$ cat config.mk
export PLATFORM = sky130hd
export DESIGN_NAME = med_frame_ctrl
export DESIGN_NICKNAME = d
export VERILOG_FILES = /design/src/rtl/med_frame_ctrl.sv
export SDC_FILE = /design/constraint.sdc
export NUM_CORES = 1
export LEC_CHECK = 0
export CAP_MARGIN = 10
export CORE_ASPECT_RATIO = 0.7
export CORE_MARGIN = 2
export CORE_UTILIZATION = 48
export DETAILED_ROUTE_END_ITERATION = 12
export PLACE_DENSITY_LB_ADDON = 0.05
export SLEW_MARGIN = 20
export SYNTH_ARGS = -nofsm -noshare
export SYNTH_HDL_FRONTEND = slang
export SYNTH_SLANG_ARGS = --single-unit
$ cat constraint.sdc
create_clock -name clk -period 2.65 [get_ports clk]
set_clock_uncertainty 0.2 [all_clocks]
set_input_delay 0.795 -clock clk [delete_from_list [all_inputs] [get_ports clk]]
set_output_delay 0.795 -clock clk [all_outputs]
set_load 0.01 [all_outputs]
$ cat src/rtl/med_frame_ctrl.sv
// rtl/med_frame_ctrl.sv - frame sequencer around the 3x3 median datapath; optional line_err via MED_FRAME_ERR_EN
module med_frame_ctrl #(
   parameter int          H_ACT      = 128,
   parameter int          V_ACT      = 128,
   parameter int          LAT        = 4,
   parameter logic [7:0]  BORDER_VAL = 8'd0
) (
   input  logic       clk,
   input  logic       rst_n,
   input  logic       i_de,
   input  logic       i_hs,
   input  logic       i_vs,
   input  logic [7:0] iData,
   input  logic [7:0] med_data,
   input  logic       cfg_en,
   input  logic       cfg_border,
   output logic       flt_clken,
   output logic       o_de,
   output logic       o_hs,
   output logic       o_vs,
   output logic [7:0] oData,
   output logic       busy,
`ifdef MED_FRAME_ERR_EN
   output logic       line_err,
`endif
   output logic       frame_done
);

   localparam int XW = (H_ACT > 1) ? $clog2(H_ACT) : 1;
   localparam int YW = (V_ACT > 1) ? $clog2(V_ACT) : 1;
   localparam logic [XW-1:0] X_LAST = XW'(H_ACT - 1);
   localparam logic [YW-1:0] Y_LAST = YW'(V_ACT - 1);

   localparam logic [1:0] S_IDLE   = 2'd0;
   localparam logic [1:0] S_ACTIVE = 2'd1;
   localparam logic [1:0] S_DONE   = 2'd2;

   logic [LAT-1:0] de_sr;
   logic [LAT-1:0] hs_sr;
   logic [LAT-1:0] vs_sr;
   logic [7:0]     data_sr [LAT];

   logic          d_de;
   logic          d_hs;
   logic          d_vs;
   logic [7:0]    d_data;
   logic          d_de_q;
   logic          d_vs_q;
   logic          de_fall;
   logic          vs_rise;
   logic          i_vs_q;
   logic          raw_en;
   logic          sh_border;
   logic [1:0]    state;
   logic [1:0]    state_nxt;
   logic          done_now;
   logic [XW-1:0] x_cnt;
   logic [YW-1:0] y_cnt;
   logic          is_border;
   logic [7:0]    pix_nxt;

   assign d_de   = de_sr[LAT-1];
   assign d_hs   = hs_sr[LAT-1];
   assign d_vs   = vs_sr[LAT-1];
   assign d_data = data_sr[LAT-1];

   assign de_fall = d_de_q & ~d_de;
   assign vs_rise = d_vs & ~d_vs_q;

   // free-running LAT-deep delay of the raw stream, aligned with med_data
   always_ff @(posedge clk or negedge rst_n) begin
      if (!rst_n) begin
         de_sr <= '0;
         hs_sr <= '0;
         vs_sr <= '0;
         for (int i = 0; i < LAT; i++) data_sr[i] <= '0;
      end else begin
         de_sr[0]   <= i_de;
         hs_sr[0]   <= i_hs;
         vs_sr[0]   <= i_vs;
         data_sr[0] <= iData;
         for (int i = 1; i < LAT; i++) begin
            de_sr[i]   <= de_sr[i-1];
            hs_sr[i]   <= hs_sr[i-1];
            vs_sr[i]   <= vs_sr[i-1];
            data_sr[i] <= data_sr[i-1];
         end
      end
   end

   // edge history for the delayed syncs and the raw vsync
   always_ff @(posedge clk or negedge rst_n) begin
      if (!rst_n) begin
         d_de_q <= 1'b0;
         d_vs_q <= 1'b0;
         i_vs_q <= 1'b0;
      end else begin
         d_de_q <= d_de;
         d_vs_q <= d_vs;
         i_vs_q <= i_vs;
      end
   end

   // raw-side enable: primes the window generator LAT clocks before the state follows
   always_ff @(posedge clk or negedge rst_n) begin
      if (!rst_n)
         raw_en <= 1'b0;
      else if (i_vs && !i_vs_q)
         raw_en <= cfg_en;
   end

   assign flt_clken = i_de & raw_en;

   // border mode is frozen at frame start; the enable is carried by the ACTIVE state itself
   always_ff @(posedge clk or negedge rst_n) begin
      if (!rst_n)
         sh_border <= 1'b0;
      else if (vs_rise)
         sh_border <= cfg_border;
   end

   // next state: completion pulses first, a coincident vsync then starts the new frame
   always_comb begin
      state_nxt = state;
      done_now  = 1'b0;
      case (state)
         S_IDLE: begin
            if (vs_rise && cfg_en) state_nxt = S_ACTIVE;
         end
         S_ACTIVE: begin
            if (de_fall && y_cnt == Y_LAST) begin
               done_now  = 1'b1;
               state_nxt = S_DONE;
            end
            if (vs_rise) state_nxt = cfg_en ? S_ACTIVE : S_IDLE;
         end
         S_DONE: begin
            if (vs_rise) state_nxt = cfg_en ? S_ACTIVE : S_IDLE;
         end
         default: state_nxt = S_IDLE;
      endcase
   end

   // state register and end-of-frame pulse
   always_ff @(posedge clk or negedge rst_n) begin
      if (!rst_n) begin
         state      <= S_IDLE;
         frame_done <= 1'b0;
      end else begin
         state      <= state_nxt;
         frame_done <= done_now;
      end
   end

   assign busy = (state == S_ACTIVE);

   // saturating output coordinates on the delayed stream, restarted by every vsync
   always_ff @(posedge clk or negedge rst_n) begin
      if (!rst_n) begin
         x_cnt <= '0;
         y_cnt <= '0;
      end else if (vs_rise) begin
         x_cnt <= '0;
         y_cnt <= '0;
      end else if (state == S_ACTIVE) begin
         if (d_de) begin
            if (x_cnt != X_LAST) x_cnt <= x_cnt + 1'b1;
         end else if (de_fall) begin
            x_cnt <= '0;
            if (y_cnt != Y_LAST) y_cnt <= y_cnt + 1'b1;
         end
      end
   end

   assign is_border = (x_cnt == '0) || (x_cnt == X_LAST) ||
                      (y_cnt == '0) || (y_cnt == Y_LAST);

   // pixel select: filtered interior, border from raw or constant, bypass outside ACTIVE
   always_comb begin
      pix_nxt = d_data;
      if (state == S_ACTIVE) begin
         if (!is_border)
            pix_nxt = med_data;
         else if (sh_border)
            pix_nxt = BORDER_VAL;
      end
   end

   // output register: fixed LAT+1 latency in every state
   always_ff @(posedge clk or negedge rst_n) begin
      if (!rst_n) begin
         o_de  <= 1'b0;
         o_hs  <= 1'b0;
         o_vs  <= 1'b0;
         oData <= '0;
      end else begin
         o_de  <= d_de;
         o_hs  <= d_hs;
         o_vs  <= d_vs;
         oData <= pix_nxt;
      end
   end

`ifdef MED_FRAME_ERR_EN
   logic x_full;
   logic x_ovf;
   logic run_bad;
   logic abort_bad;

   // x_cnt saturates, so track "reached H_ACT" and "went past it" separately
   always_ff @(posedge clk or negedge rst_n) begin
      if (!rst_n) begin
         x_full <= 1'b0;
         x_ovf  <= 1'b0;
      end else if (vs_rise || de_fall) begin
         x_full <= 1'b0;
         x_ovf  <= 1'b0;
      end else if (d_de) begin
         if (x_full) x_ovf <= 1'b1;
         if (x_cnt == X_LAST) x_full <= 1'b1;
      end
   end

   assign run_bad   = de_fall && !(x_full && !x_ovf);
   assign abort_bad = vs_rise && (y_cnt != Y_LAST);

   // sticky error; a new error on the starting vsync wins over the clear
   always_ff @(posedge clk or negedge rst_n) begin
      if (!rst_n)
         line_err <= 1'b0;
      else if (state == S_ACTIVE && (run_bad || abort_bad))
         line_err <= 1'b1;
      else if (vs_rise && cfg_en)
         line_err <= 1'b0;
   end
`endif

endmodule

==> results.sh <==
export IMPL_status="finished, final reports clean"
export IMPL_worst_pin_slew_ns=0.463
export IMPL_synth_area_sq_mm=0.00261
export IMPL_slew_limit_headroom_pct=69.1
export IMPL_cp_arrival_ns=1.50
export IMPL_die_w_um=92.2
export IMPL_place_area_sq_mm=0.00305
export IMPL_timing_fmax_mhz=400
export IMPL_max_stage_delay_ns=0.46
export IMPL_drtPass1Iterations=4
export IMPL_ys_seq_area_share_pct=70.8
export IMPL_crit_family="buffers and inverters"
export IMPL_design_area_sq_mm=0.00324
export IMPL_wirelength_um=4200
export IMPL_io_pins=37
export IMPL_hold_depth=0
export IMPL_cts_setup_buffers=0
export IMPL_hpwl_um=2860
export IMPL_vias=1575
export IMPL_powerDensity_mw_per_mm2=694
export IMPL_antenna_found_initial=0
export IMPL_grt_pass1_vias=1573
export IMPL_drt_antenna_violating_nets=0
export IMPL_clkTransAtPathRegs_ns=0.07
export IMPL_postCtsHoldBufs=0
export IMPL_drtIter0Drc=87
export IMPL_wire_per_inst_um=13.3
export IMPL_rr_worst_depth=4
export IMPL_utilization_pct=61.5
export IMPL_cts_tree="yes"
export IMPL_synth_cell_types=39
export IMPL_dieArea_sq_mm=0.00606
export IMPL_io_buffers=36
export IMPL_grt_pass1_wl_um=7400
export IMPL_p_switching_uw=522
export IMPL_root_buffer="clkbuf_8"
export IMPL_syn_inst=194
export IMPL_yosysTopAreaCell="dfrtp_1"
export IMPL_fp_row_count=22
export IMPL_start_util_pct=49.7
export IMPL_syn_nets=221
export IMPL_clkSinkCount=74
export IMPL_fill_cells=415
export IMPL_p_comb_share_pct=8.6
export IMPL_seqPwrFrac_pct=54.6
export IMPL_synth_avg_cell_area_sq_um=13.5
export IMPL_grt_max_degree=75
export IMPL_overflow=0
export IMPL_r2r_start="x_cnt[0]"
export IMPL_worstSkewPairLatency_ns=0.34
export IMPL_fin_crit_ns=2.50
export IMPL_period_share_pct=94.3
export IMPL_yosysWarnings=0
export IMPL_drc=0
export IMPL_syn_to_final_growth_pct=23.8
export IMPL_intPower_mw=1.72
export IMPL_rsz0062_at_grt="false"
export IMPL_worst_path_buf_inv=2
export IMPL_min_from="data_sr[9]"
export IMPL_synthTopCellsByArea="dfrtp_1, mux2i_1, nand2_1, inv_1, a21oi_1"
export IMPL_core_sq_mm=0.00526
export IMPL_drive_gt1_share_pct=10.7
export IMPL_path_max_fanout=2
export IMPL_htreeDepth=3
export IMPL_worst_r2r_setup_slack_ns=0.51
export IMPL_fp_dieH_um=65.7
export IMPL_hold_class="reg2reg"
export IMPL_clock_path_buffers=2
export IMPL_finalNetCount=266
export IMPL_switching_share_pct=23.3
export IMPL_p_clk_share_pct=36.8
export IMPL_setup_viol=0
export IMPL_antenna_diode_count=0
export IMPL_leakage_nw=1.52
export IMPL_p_total_mw=2.24
export IMPL_worst_endpoint_required_ns=1.66
export IMPL_via_per_inst=5.00
export IMPL_track_usage_pct=16.5
export IMPL_ir_drop_v=0.000433
export IMPL_synth_top_area_share_pct=70.8
export IMPL_path_class="in2out"
export IMPL_hold_end="d_data[1]"
export IMPL_reg2reg_to="oData[0]"
export IMPL_path_cells="clkdlybuf4s50_1 > and2_1 > clkbuf_2"
export IMPL_place_congestion=0.804
export IMPL_drv_slew=0
export IMPL_end_kind="output port"
export IMPL_crit_path_start_kind="input port"
export IMPL_maxCapViolations=0
export IMPL_cp_slowest_cell="clkdlybuf4s50_1"
export IMPL_cts_made_buffers=9
export IMPL_ys_ff_latch=74
export IMPL_hold_violations=0
-- worst max path at each step --
stage          slack [ns]  start        end  cells after the start
2_1_floorplan        0.70   i_de  flt_clken                      1
3_3_place_gp        -0.26   i_de  flt_clken                      3
3_5_place_dp        -0.26   i_de  flt_clken                      3
4_1_cts             0.008   i_de  flt_clken                      3
5_1_grt              0.12   i_de  flt_clken                      3
6_report             0.15   i_de  flt_clken                      3
-- state kept, by name (all words and copies together), names as in the netlist --
register and cells:
o_de 1, d_data 8, de_sr 4, raw_en 1, hs_sr 4, frame_done 1
o_hs 1, state 2, vs_sr 4, data_sr 24, y_cnt 7, x_cnt 7
oData 8, sh_border 1, o_vs 1
-- power by group through the flow --
stage / logic [mW] / clock network [mW] / registers, mW
after detailed placement: 0.198 / 0 / 1.25
after floorplan: 0.0822 / 0 / 1.25
final: 0.192 / 0.826 / 1.23
after CTS: 0.198 / 0.859 / 1.23
after global placement: 0.193 / 0 / 1.24
after global routing: 0.217 / 0.919 / 1.23
-- repair_timing --
action | in CTS | in global routing
pin swaps | 0 | 0
gates resized for setup | 1 | 4
setup endpoints to repair | 1 | 2
-- synthesized netlist by cell type (all sizes together) --
master,instances
or3,4
mux2i,9
o21a,1
a311oi,1
o31ai,1
o2111ai,1
and4,1
and2,3
o21ai,4
buf,3
nor4,1
o211ai,1
dfrtp,74
a211oi,1
a31oi,1
nor4b,1
nand4,4
nand2b,3
a41oi,2
nor2b,1
nand2,19
xnor2,3
a21o,1
or4,1
nand3b,1
nor2,9
and3,2
inv,15
a21oi,10
and2b,1
ha,4
nand4bb,1
xor2,1
mux2,1
nand3,6
nor3,2
-- layout make-up --
cell class | instances | area (sq um) | area share [%]
clock buffer | 9 | 124 | 3.83
clock inverter | 6 | 67.6 | 2.09
inverter | 15 | 56.3 | 1.74
multi-input combinational | 102 | 672 | 20.8
sequential | 74 | 1850 | 57.3
tap | 72 | 90.1 | 2.78
timing repair buffer | 37 | 373 | 11.5
-- stage by stage --
step	std cells	hold slack (ns)	setup TNS (ns)	setup WS, ns
2_1_floorplan	194	0.131	0	0.695
3_3_place_gp	300	0.131	-0.258	-0.258
3_5_place_dp	300	0.135	-0.261	-0.261
4_1_cts	315	0.152	0	0.00798
5_1_grt	315	0.156	0	0.117
6_report	315	0.150	0	0.152
-- cells by family after synthesis --
group / Yosys count / synth area share [%]
flip-flops: 74 / 70.8
AND/OR/NAND/NOR: 60 / 12.9
AO/OA/AOI/OAI: 24 / 5.70
buffers and inverters: 18 / 3.45
multiplexers: 10 / 3.88
XOR/XNOR: 4 / 1.34
adder cells (fa/ha/maj): 4 / 1.91
-- layout by cell type, fill, tap and decap left out, types with 3 or more instances in the layout --
master           netlist  final
ha_1                   4      4
nand2b_1               3      3
a21oi_1               10     10
nand2_1               19     19
mux2i_1                9      9
nand4_1                3      3
and2_1                 3      3
nand3_1                6      6
inv_1                 15     15
clkbuf_8               0      9
dfrtp_1               74     73
clkdlybuf4s50_1        0     33
o21ai_0                4      4
xnor2_1                3      3
nor2_1                 9      9
-- per-layer routing --
metal | wire length (um) | track usage, %
met5 | 0 | 0
met4 | 76 | 5.97
met3 | 237 | 7.68
met2 | 1930 | 23.7
met1 | 1950 | 22.1
Note: power is estimated with default switching activity, not from simulation.
==> RTL edit 1, RTL diff (same flow settings) <==
Build with the macro `MED_FRAME_ERR_EN` defined.
--- a/src/rtl/med_frame_ctrl.sv
+++ b/src/rtl/med_frame_ctrl.sv
@@ -1,2 +1,4 @@
 // rtl/med_frame_ctrl.sv - frame sequencer around the 3x3 median datapath; optional line_err via MED_FRAME_ERR_EN
+`define MED_FRAME_ERR_EN
+
 module med_frame_ctrl #(
Behaviour (old outputs only; new: line_err): unchanged (equiv_simple and equiv_induct, registers matched by name and starting in step).
==> RTL edit 1 against the original RTL <==
Clock power shrank 3.8%. Sequential cell count is 3 higher. Setup slack got worse by 0.053 ns. Design area is 3.9% higher. Count of clock-buffer cells in the layout is 1 higher. Sequential power grew 3%. Total power rose by 1.4%. Wire length is 13% higher. Synthesized area grew 4.2%.
==> RTL edit 1: results (changes against the original RTL) <==
| Metric | Value |
|---|---|
| Syn_nets | `231 (+4.5%)` |
| Final WL | `4740 um (+13%)` |
| P&R area growth vs syn | `23.4%` |
| Initial drt markers | `205 (+140%)` |
| Detailed Place HPWL | `3320 um (+16%)` |
| Total GRT Usage | `17.9% (+1.4 points)` |
| Xor/xnor share of the synthesized area | `1.29% (-0.054 points)` |
| Number of flip-flops under the largest register name | `24 (unchanged)` |
| Least-Margin Pin Slew | `0.607 ns (+0.144 ns)` |
| Vias in the first global route | `1712 (+8.8%)` |
| FILL cells | `445 (+7.2%)` |
| Slowest Stage Delay on Critical Path | `0.79 ns (+0.33 ns)` |
| Multiplexer share of the synthesized area | `3.77% (-0.11 points)` |
| Hold Vio Cnt, Final | `0 (unchanged)` |
| Initial antenna violation count | `0 (unchanged)` |
| Worst path slowest cell | `or4_1` |
| Final nets | `277 (+4.1%)` |
| Adder-Cell Fraction of Synth Area | `1.84% (-0.077 points)` |
| Reg with most FFs | `data_sr` |
| Avg WL per Cell | `14.5 um (+9.1%)` |
| Worst EP arrival | `2.61 ns (+1.11 ns)` |
| Global-route wire length before repair | `8310 um (+12%)` |
| Peak supply drop | `419 uV (-3.3%)` |
| Commonest cells in the netlist | `dfrtp_1 (77), nand2_1 (19), inv_1 (14), a21oi_1 (10), mux2i_1 (8)` |
| Delay-heaviest family, CP | `simple AND/OR/NAND/NOR gates` |
| Num CTS Buffers | `9 (unchanged)` |
| Deepest clock path buffer count | `2 (unchanged)` |
| H-tree level count | `3 (unchanged)` |
| Leak pwr | `1.56 nW (+2.6%)` |
| DP Worst Slack | `-0.254 ns (+0.00758 ns)` |
| Share of post-route cells with drive strength above 1 | `12.2% (+1.5 points)` |
| Synth area leaders | `dfrtp_1 (71%), mux2i_1 (2.9%), nand2_1 (2.6%), inv_1 (1.9%), a21oi_1 (1.8%)` |
| Sequential share of the synthesized area | `70.8% (-0.075 points)` |
| Global placement routability congestion | `0.823 (+2.3%)` |
| Yosys Warn Count | `0 (unchanged)` |
| CP Max Fanout | `8 (+6)` |
| Synthesized instance count | `204 (+5.2%)` |
| IO Port Bufs | `37 (+2.8%)` |
| Largest net degree at the start of global routing | `49 (-35%)` |
| Clock latency at the later pin of the worst-skew pair | `0.34 ns (about the same)` |
| Dpl cells | `311 (+3.7%)` |
| Post-synthesis compound-gate area fraction | `7.35% (+1.7 points)` |
| Clk pin slew, worst setup/hold paths | `about 0.08 ns` |
| Placed Area | `3180 um2 (+4.6%)` |
| Status | `completed` |
| Routed vias/inst | `5.13 (+2.6%)` |
| Synth cell types | `42 (+7.7%)` |
-- RTL edit 1: cell types whose count changed in the layout (fill, tap and decap cells not counted), sizes merged, moves of 3 or more --
cell   before  now
dfrtp      74   77
o21ai       4    7
buf         2    5
nor2        9    6
nor2b       1    4
-- RTL edit 1: cells by family after synthesis --
group | after synthesis
AOI/OAI and AO/OA | 31
xor gates and xnor gates | 4
adders and majority gates | 4
buffers and inverters | 20
DFF | 77
muxes | 10
and+or+nand+nor | 58
-- RTL edit 1: layout make-up --
type,count,area share [%]
timing repair buffer,41,12.1
sequential,77,57.3
tap,72,2.68
clock inverter,5,1.23
inverter,14,1.56
clock buffer,10,4.10
multi-input combinational,107,21.0
-- RTL edit 1: worst paths after layout --
path                                   from           to  slack (ns)  cells past startpoint
worst max-delay path               y_cnt[0]     oData[1]         0.1                      5
worst min-delay path            data_sr[31]  data_sr[23]        0.15                      0
worst max register to register     y_cnt[0]     oData[1]         0.1                      5
worst min register to register  data_sr[31]  data_sr[23]        0.15                      0
max in group asynchronous             rst_n    d_data[0]        1.41                      2
min in group asynchronous             rst_n     oData[3]        0.26                      1
-- RTL edit 1: report_power, final --
group | internal, mW | total (mW) | switching [mW] | leakage [nW]
registers | 1.24 | 1.27 | 0.0298 | 0.942
logic | 0.111 | 0.212 | 0.101 | 0.532
clock network | 0.370 | 0.795 | 0.426 | 0.0858
-- RTL edit 1: metal layers --
metal  share of wire (%)  up-vias  track usage (%)
met5                   0        -                0
met3                 6.9        5             6.33
li1                    -      789                -
met4                0.76        0             6.52
met1                  48      818             25.6
met2                  44       61             25.2
-- RTL edit 1: what timing repair did --
| action | in CTS | in global routing |
|---|---|---|
| setup endpoints to repair | 1 | 2 |
| gates resized for setup | 1 | 3 |
| buffers inserted | 0 | 0 |
| gates cloned | 0 | 0 |
==> RTL edit 2, RTL diff (same settings) <==
Made on the original files. Register the input `med_data` before use. The logic sees it one clock later. The other inputs are not delayed to match.
--- a/src/rtl/med_frame_ctrl.sv
+++ b/src/rtl/med_frame_ctrl.sv
@@ -37,2 +37,8 @@
 
+   logic [7:0] med_data_q;
+
+   always_ff @(posedge clk) begin
+      med_data_q <= med_data;
+   end
+
    logic [LAT-1:0] de_sr;
@@ -182,3 +188,3 @@
          if (!is_border)
-            pix_nxt = med_data;
+            pix_nxt = med_data_q;
          else if (sh_border)
Behaviour: not the same (Yosys sat finds a counterexample within 10 cycles, from zero or initial values and one cycle with rst_n low).
==> RTL edit 2 against the original RTL <==
Critical path depth did not move. Sequential cell count grew 8. Wire length increased by 9.5%. Highest routed layer unchanged. Die area increased by 5.3%. Design area is 4.9% higher. Critical path type is now flop to primary output. Synthesized area up 5.6%. Total power up 6.0%. Setup slack worse by 0.053 ns. Count of clock-buffer cells in the layout is the same.
==> RTL edit 2: results (changes against the original RTL) <==
| Metric | Value |
|---|---|
| Share of flip-flops with an asynchronous set or reset | `90.2% (-9.8 points)` |
| Status | `completed` |
| Avg WL per Cell | `14.1 um (+5.8%)` |
| Global-route wire length before repair | `7920 um (+7.0%)` |
| Xor/xnor share of the synthesized area | `1.27% (-0.072 points)` |
| Global placement routability congestion | `0.735 (-8.6%)` |
| Peak supply drop | `455 uV (+5.2%)` |
| Met1 usage | `23.4% (+1.3 points)` |
| Sequential share of the synthesized area | `72.9% (+2.0 points)` |
| Final nets | `273 (+2.6%)` |
| Leak pwr | `1.57 nW (+3.1%)` |
| Slowest Stage Delay on Critical Path | `0.54 ns (+0.08 ns)` |
| Least-Margin Pin Slew | `0.575 ns (+0.112 ns)` |
| Largest net degree at the start of global routing | `42 (-44%)` |
| Synthesized instance count | `201 (+3.6%)` |
| Initial drt markers | `109 (+25%)` |
| Adder-Cell Fraction of Synth Area | `1.81% (-0.10 points)` |
| Placed Area | `3210 um2 (+5.5%)` |
| CP endpoint | `busy` |
| Met2 Use GR | `25.7% (+2.0 points)` |
| Grt met3 use | `5.47% (-2.2 points)` |
| Worst EP arrival | `1.56 ns (+0.06 ns)` |
| Dpl cells | `310 (+3.3%)` |
| FILL cells | `453 (+9.2%)` |
| Synth area leaders | `dfrtp_1 (67%), dfxtp_1 (5.8%), mux2i_1 (2.9%), inv_1 (2.0%), nand2_1 (2.0%)` |
## RTL edit 2: cell count changes after synthesis, moves of 3 or more
cell,change
buf_6,-3
o31ai_1,+3
o21ai_0,+3
dfxtp_1,+8
nor2_1,-4
nand2_1,-4
clkbuf_1,+3
## RTL edit 2: worst min-delay path by stage
stage,startpoint,end,slack (ns),cells past startpoint
after floorplan,data_sr[8],d_data[0],0.13,0
after global placement,data_sr[20],data_sr[12],0.13,0
after detailed placement,data_sr[29],data_sr[21],0.13,0
after CTS,de_sr[0],de_sr[1],0.15,0
after global routing,data_sr[23],data_sr[15],0.16,0
final,data_sr[23],data_sr[15],0.15,0
## RTL edit 2: layout make-up
cell class / instances / share of cell area, %
Clock buffer: 9 / 3.65
Clock inverter: 7 / 1.84
Inverter: 15 / 1.66
Multi-Input combinational cell: 99 / 19.8
Sequential cell: 82 / 59.2
Tap cell: 75 / 2.76
Timing Repair Buffer: 39 / 11.1
## RTL edit 2: cell families after synthesis
kind of cell,Yosys count
flops,82
simple gates,55
compound gates,26
buf+inv,20
mux,10
xor+xnor,4
fa+ha+maj,4
## RTL edit 2: power by group through the flow
stage	Sequential (mW)	Clock, mW	Combinational, mW
6_report	1.35	0.818	0.209
5_1_grt	1.36	0.905	0.235
4_1_cts	1.35	0.852	0.213
3_5_place_dp	1.38	0	0.213
3_3_place_gp	1.38	0	0.205
2_1_floorplan	1.38	0	0.0825
## RTL edit 2: routing by layer
metal  up-vias  wire [um]
li1        771          -
met4         0         21
met5         -          0
met3         2        317
met1       804       2120
met2        57       2140
## RTL edit 2: worst register-to-register path, delay by kind of cell (launching register included)
kind | cells | cell delay (ns)
flops | 1 | 0.40
simple gates | 3 | 1.04
fa+ha+maj | 1 | 0.25
compound gates | 1 | 0.18
